==> src/rtl/ds_operand_fwd.sv <==
// ds_operand_fwd: decode-stage pipeline register with register-file read,
// priority operand forwarding from NFWD producer stages, RAW interlock,
// flush, and a saturating dependency-stall counter.
module ds_operand_fwd #(
  parameter int unsigned DATA_W    = 32,
  parameter int unsigned NFWD      = 3,
  parameter int unsigned PAYLOAD_W = 64,
  parameter int unsigned CNT_W     = 16
) (
  input  logic                     clk,
  input  logic                     reset,
  input  logic                     in_valid,
  output logic                     in_allowin,
  input  logic [PAYLOAD_W-1:0]     in_payload,
  input  logic [4:0]               in_rj,
  input  logic [4:0]               in_rkd,
  input  logic                     in_use_rj,
  input  logic                     in_use_rkd,
  input  logic                     flush,
  output logic [4:0]               rf_raddr1,
  output logic [4:0]               rf_raddr2,
  input  logic [DATA_W-1:0]        rf_rdata1,
  input  logic [DATA_W-1:0]        rf_rdata2,
  input  logic [NFWD-1:0]          fwd_valid,
  input  logic [5*NFWD-1:0]        fwd_dest,
  input  logic [NFWD-1:0]          fwd_ready,
  input  logic [DATA_W*NFWD-1:0]   fwd_data,
  output logic                     out_valid,
  input  logic                     out_allowin,
  output logic [PAYLOAD_W-1:0]     out_payload,
  output logic [DATA_W-1:0]        out_rj_value,
  output logic [DATA_W-1:0]        out_rkd_value,
  output logic                     dep_stall,
  output logic [CNT_W-1:0]         stall_cnt
);

  logic                 valid_q;
  logic [PAYLOAD_W-1:0] payload_q;
  logic [4:0]           rj_q;
  logic [4:0]           rkd_q;
  logic                 use_rj_q;
  logic                 use_rkd_q;
  logic [CNT_W-1:0]     cnt_q;

  logic                 rj_wait;
  logic                 rkd_wait;
  logic [DATA_W-1:0]    rj_val;
  logic [DATA_W-1:0]    rkd_val;
  logic                 ready_go;

  // Returns {wait, value}. Only the youngest matching producer is considered,
  // so an older ready result can never hide a younger one still in flight.
  function automatic logic [DATA_W:0] resolve(
    input logic                   use_s,
    input logic [4:0]             src,
    input logic [DATA_W-1:0]      rf_val,
    input logic [NFWD-1:0]        v,
    input logic [5*NFWD-1:0]      d,
    input logic [NFWD-1:0]        r,
    input logic [DATA_W*NFWD-1:0] data
  );
    logic              found;
    logic              stall;
    logic [DATA_W-1:0] val;
    found = 1'b0;
    stall = 1'b0;
    val   = rf_val;
    for (int unsigned i = 0; i < NFWD; i++) begin
      if (!found && use_s && (src != 5'd0) && v[i] && (d[5*i +: 5] == src)) begin
        found = 1'b1;
        if (r[i]) val = data[DATA_W*i +: DATA_W];
        else      stall = 1'b1;
      end
    end
    return {stall, val};
  endfunction

  // Per-source operand resolution, recomputed every cycle from the stage regs.
  always_comb begin
    {rj_wait, rj_val}   = resolve(use_rj_q, rj_q, rf_rdata1,
                                  fwd_valid, fwd_dest, fwd_ready, fwd_data);
    {rkd_wait, rkd_val} = resolve(use_rkd_q, rkd_q, rf_rdata2,
                                  fwd_valid, fwd_dest, fwd_ready, fwd_data);
  end

  // Handshake and status outputs.
  always_comb begin
    dep_stall     = valid_q && (rj_wait || rkd_wait);
    ready_go      = valid_q && !dep_stall;
    out_valid     = ready_go && !flush;
    in_allowin    = !valid_q || (ready_go && out_allowin) || flush;
    rf_raddr1     = rj_q;
    rf_raddr2     = rkd_q;
    out_payload   = payload_q;
    out_rj_value  = rj_val;
    out_rkd_value = rkd_val;
    stall_cnt     = cnt_q;
  end

  // Stage register and stall counter; flush beats a same-cycle incoming payload.
  always_ff @(posedge clk) begin
    if (reset) begin
      valid_q   <= 1'b0;
      payload_q <= '0;
      rj_q      <= '0;
      rkd_q     <= '0;
      use_rj_q  <= 1'b0;
      use_rkd_q <= 1'b0;
      cnt_q     <= '0;
    end else begin
      if (flush)           valid_q <= 1'b0;
      else if (in_allowin) valid_q <= in_valid;

      if (in_valid && in_allowin && !flush) begin
        payload_q <= in_payload;
        rj_q      <= in_rj;
        rkd_q     <= in_rkd;
        use_rj_q  <= in_use_rj;
        use_rkd_q <= in_use_rkd;
      end

      if (dep_stall && !flush && (cnt_q != '1))
        cnt_q <= cnt_q + 1'b1;
    end
  end

endmodule

==> config.mk <==
export PLATFORM = sky130hd
export DESIGN_NAME = ds_operand_fwd
export DESIGN_NICKNAME = d
export VERILOG_FILES = /design/src/rtl/ds_operand_fwd.sv
export SDC_FILE = /design/constraint.sdc
export NUM_CORES = 1
export LEC_CHECK = 0
export CORE_AREA = 3 3 161 163
export DETAILED_ROUTE_END_ITERATION = 10
export DIE_AREA = 0 0 164 166
export SKIP_CTS_REPAIR_TIMING = 1
export SLEW_MARGIN = 20
export SYNTH_ARGS = -nofsm -noshare
export SYNTH_HDL_FRONTEND = slang
export SYNTH_SLANG_ARGS = --single-unit
==> constraint.sdc <==
create_clock -name clk -period 3.59 [get_ports clk]
set_clock_uncertainty 0.05 [all_clocks]
set_input_delay 0.718 -clock clk [delete_from_list [all_inputs] [get_ports clk]]
set_output_delay 0.718 -clock clk [all_outputs]
set_load 0.05 [all_outputs]
==> summary.md <==
| Metric | Value |
|---|---|
| Clock Tree Buf Depth | `2` |
| EDFF count, synth | `0` |
| Critical Path RT | `2.82 ns` |
| Die width | `164 µm` |
| Post-route ant nets | `0` |
| Die Height | `166 µm` |
| Core region area | `24500 µm²` |
| Synth Net Count | `1060` |
| Worst skew pair latency | `0.35 ns` |
| Port Buffers | `418` |
| CP Class | `in2out` |
| TritonCTS clock tree | `yes` |
| CP Data Arrival Time | `2.77 ns` |
| Area of the die | `27200 µm²` |
| VDD IR max | `247 µV` |
| Global-route congestion overflow total | `0` |
| RSZ-0062 raised after global routing | `yes` |
| Hold Path End | `out_payload[61]` |
| Status | `finished clean` |
| Share of post-route cells with drive strength above 1 | `22.4%` |
| Yosys warning count | `0` |
| P_leak | `5.89 nW` |
| Wirelength per Cell | `21.3 µm` |
| Post-synthesis sequential area ratio | `26.9%` |
| R2r setup slk | `0.70 ns` |
| First-pass GRT wire length | `44.4 mm` |
| Power share of the clock group | `28.7%` |
| TritonRoute pass-1 iters | `5` |
| Final std cells w/o fill | `1577` |
| Clock sink count | `93` |
| Num CTS Buffers | `9` |
| Vias in the first global route | `7413` |
| Residual DRC | `0` |
| Final Util | `55.4%` |
| Final hold violations | `0` |
| DRT Wirelength | `33.7 mm` |
| Cell taking the most area after synthesis | `dfxtp_1` |
| Detailed placement HPWL | `23.8 mm` |
| Slew Limit Fails | `0` |
| Vias/cell | `4.84` |
| Pint | `0.00233 W` |
| Gr busiest metal | `met2` |
| Min Tclk post-route | `3.54 ns` |
| Antenna violations before repair | `19` |
| Max-cap violations | `0` |
| # rows | `57` |
| Largest net degree at the start of global routing | `79` |
| FF-to-FF Start | `rf_raddr2[1]` |
| Flops & latches, synth | `93` |
| Share of flip-flops with an asynchronous set or reset | `0%` |
| Top Ports | `419` |
| Switching pwr | `0.00115 W` |
| Htree depth | `3` |
| Switching Fraction | `33.1%` |
| NumNets Final | `1497` |
| Met1 GRT Util | `23.0%` |
| Met2 usage | `35.7%` |
| Worst-margin pin slew | `0.841 ns` |
| Setup crit start kind | `input pin` |
| Routability Congestion | `0.926` |
| Sequential fraction of design power | `32.5%` |
| HP Class | `reg2reg` |
| Clk slew on worst S/H paths | `0.08 ns` |
| Mean Syn Cell Area | `8.69 µm²` |
| Area contributors post-synth | `dfxtp_1 (27%), mux2i_1 (20%), nand2b_1 (14%)` |
| Max Fclk | `0.283 GHz` |
| Period utilization | `98.5%` |
| Syn-to-layout area delta | `95.6%` |
| Routed via count | `7629` |
| Placed cell count | `1517` |
| Slew headroom | `43.5%` |
| CTS root buffer | `clkbuf_16` |
| Critical Path Sink Type | `primary output` |
| Worst-case hold slack | `0.423 ns` |
| Reg2Reg Depth | `10` |
| Final setup fails | `0` |
| Grt met3 use | `7.66%` |
| Initial Util | `28.3%` |
| Combinational power share | `38.7%` |
| PD cells | `258 nW/µm²` |
| Netlist cell types | `46` |
| Most common flop cell mapped by yosys | `dfxtp_1` |
| Hold_sp | `out_payload[61]` |
| Cells after synthesis | `797` |
| Gr usage total | `21.0%` |
| Hold Path Depth | `2` |
| Share of the synthesized area in the top cell type | `26.9%` |
| Critical path fanouts, max | `8` |
| Starting DRT DRC Count | `345` |
| Syn Std Cell Area | `6920 µm²` |
| Worst R2R End | `stall_cnt[9]` |
[layout make-up]
| class | count | area (µm²) |
|---|---|---|
| Antenna cell | 14 | 35.0 |
| Inverter | 2 | 7.51 |
| Timing Repair Buffer | 485 | 5740 |
| Fill cell | 2154 | 10900 |
| Clock inverter | 7 | 82.6 |
| Clock buffer | 9 | 225 |
| Multi-Input combinational cell | 643 | 5180 |
| Sequential cell | 93 | 1870 |
| Tap cell | 324 | 405 |
[power by group through the flow]
| stage | combinational [W] | clock, W | sequential [W] |
|---|---|---|---|
| after floorplan | 0.000441 | 0 | 0.00135 |
| after global placement | 0.00129 | 0 | 0.00116 |
| after detailed placement | 0.00129 | 0 | 0.00116 |
| after CTS | 0.00130 | 0.00104 | 0.00113 |
| after global routing | 0.00142 | 0.00108 | 0.00114 |
| final | 0.00135 | 0.00100 | 0.00113 |
[metal layers]
layer  wire (µm)  up-vias
met2       16600      334
met3        3120       78
met5          47        -
li1            -     3655
met4        1330       10
met1       12600     3552
[cells in the mapped netlist, types with 2 or more instances]
library cell and instances:
nand2b_1 152, mux2i_1 140, dfxtp_1 93, nor2_1 76, a21oi_1 71, mux2_2 70
clkbuf_1 38, xor2_1 16, xnor2_1 14, buf_2 13, nand3_1 12, nor2b_1 11
or4_1 8, and3_1 7, nor3_1 7, nand2_1 6, nor4_1 6, o31ai_1 6
and2_1 5, buf_6 4, nand4_1 4, buf_1 3, mux2_1 3, nand3b_1 3
a21oi_2 2, a22oi_2 2, and4_1 2, inv_1 2, o21ai_1 2, or2_2 2
or2b_1 2
[cell usage in the layout (no fill, tap or decap), types with 11 or more instances in the layout]
cell,instances
clkdlybuf4s50_1,334
nand2b_1,152
mux2i_1,130
dfxtp_1,87
nor2_1,70
a21oi_1,67
buf_12,65
mux2_4,46
buf_4,33
mux2_2,24
clkbuf_16,24
diode_2,14
xor2_1,14
xnor2_1,14
buf_6,13
dlymetal6s2s_1,13
nor2b_1,11
[per-stage QoR]
stage | setup TNS (ns) | setup WS [ns] | area, µm² | total power (W)
finish | 0 | 0.0521 | 13500 | 0.00349
global route | -0.897 | -0.0948 | 13500 | 0.00364
CTS | -20.95 | -0.426 | 12500 | 0.00348
detailed placement | -20.23 | -0.419 | 12200 | 0.00245
global placement | -22.24 | -0.477 | 12200 | 0.00244
floorplan | 0 | 0.203 | 6920 | 0.00179
[registers in the layout (all words and copies together), names as in the netlist]
signal       cells
use_rj_q         1
rf_raddr1        5
use_rkd_q        1
out_payload     64
stall_cnt       16
rf_raddr2        5
valid_q          1
[kinds of logic (layout without fill, tap and decap cells)]
group	Yosys count	in the layout	share of synthesized area, %
AO/OA/AOI/OAI	92	92	7.93
XOR/XNOR	30	30	3.80
buffers and inverters	61	503	4.03
multiplexers	213	213	32.1
flip-flops	93	93	26.9
other	0	14	0
adder cells (fa/ha/maj)	1	1	0.181
AND/OR/NAND/NOR	307	307	25.0
[critical path: stages]
cell	delay (ns)
dlymetal6s2s_1	0.15
xor2_1	0.16
nor4_2	0.36
and3_4	0.27
nand3_4	0.23
clkbuf_16	0.27
buf_4	0.13
a21oi_1	0.12
mux2_2	0.21
buf_12	0.14
[worst max-delay path by stage]
stage | start | endpoint | cells after the start
floorplan | fwd_dest[3] | out_rj_value[10] | 9
global placement | fwd_dest[4] | out_rkd_value[22] | 11
detailed placement | fwd_dest[4] | out_rkd_value[22] | 11
CTS | fwd_dest[4] | out_rkd_value[22] | 11
global route | fwd_dest[8] | out_rj_value[21] | 10
finish | fwd_dest[8] | out_rj_value[21] | 10
Note: power is estimated with default switching activity, not from simulation.
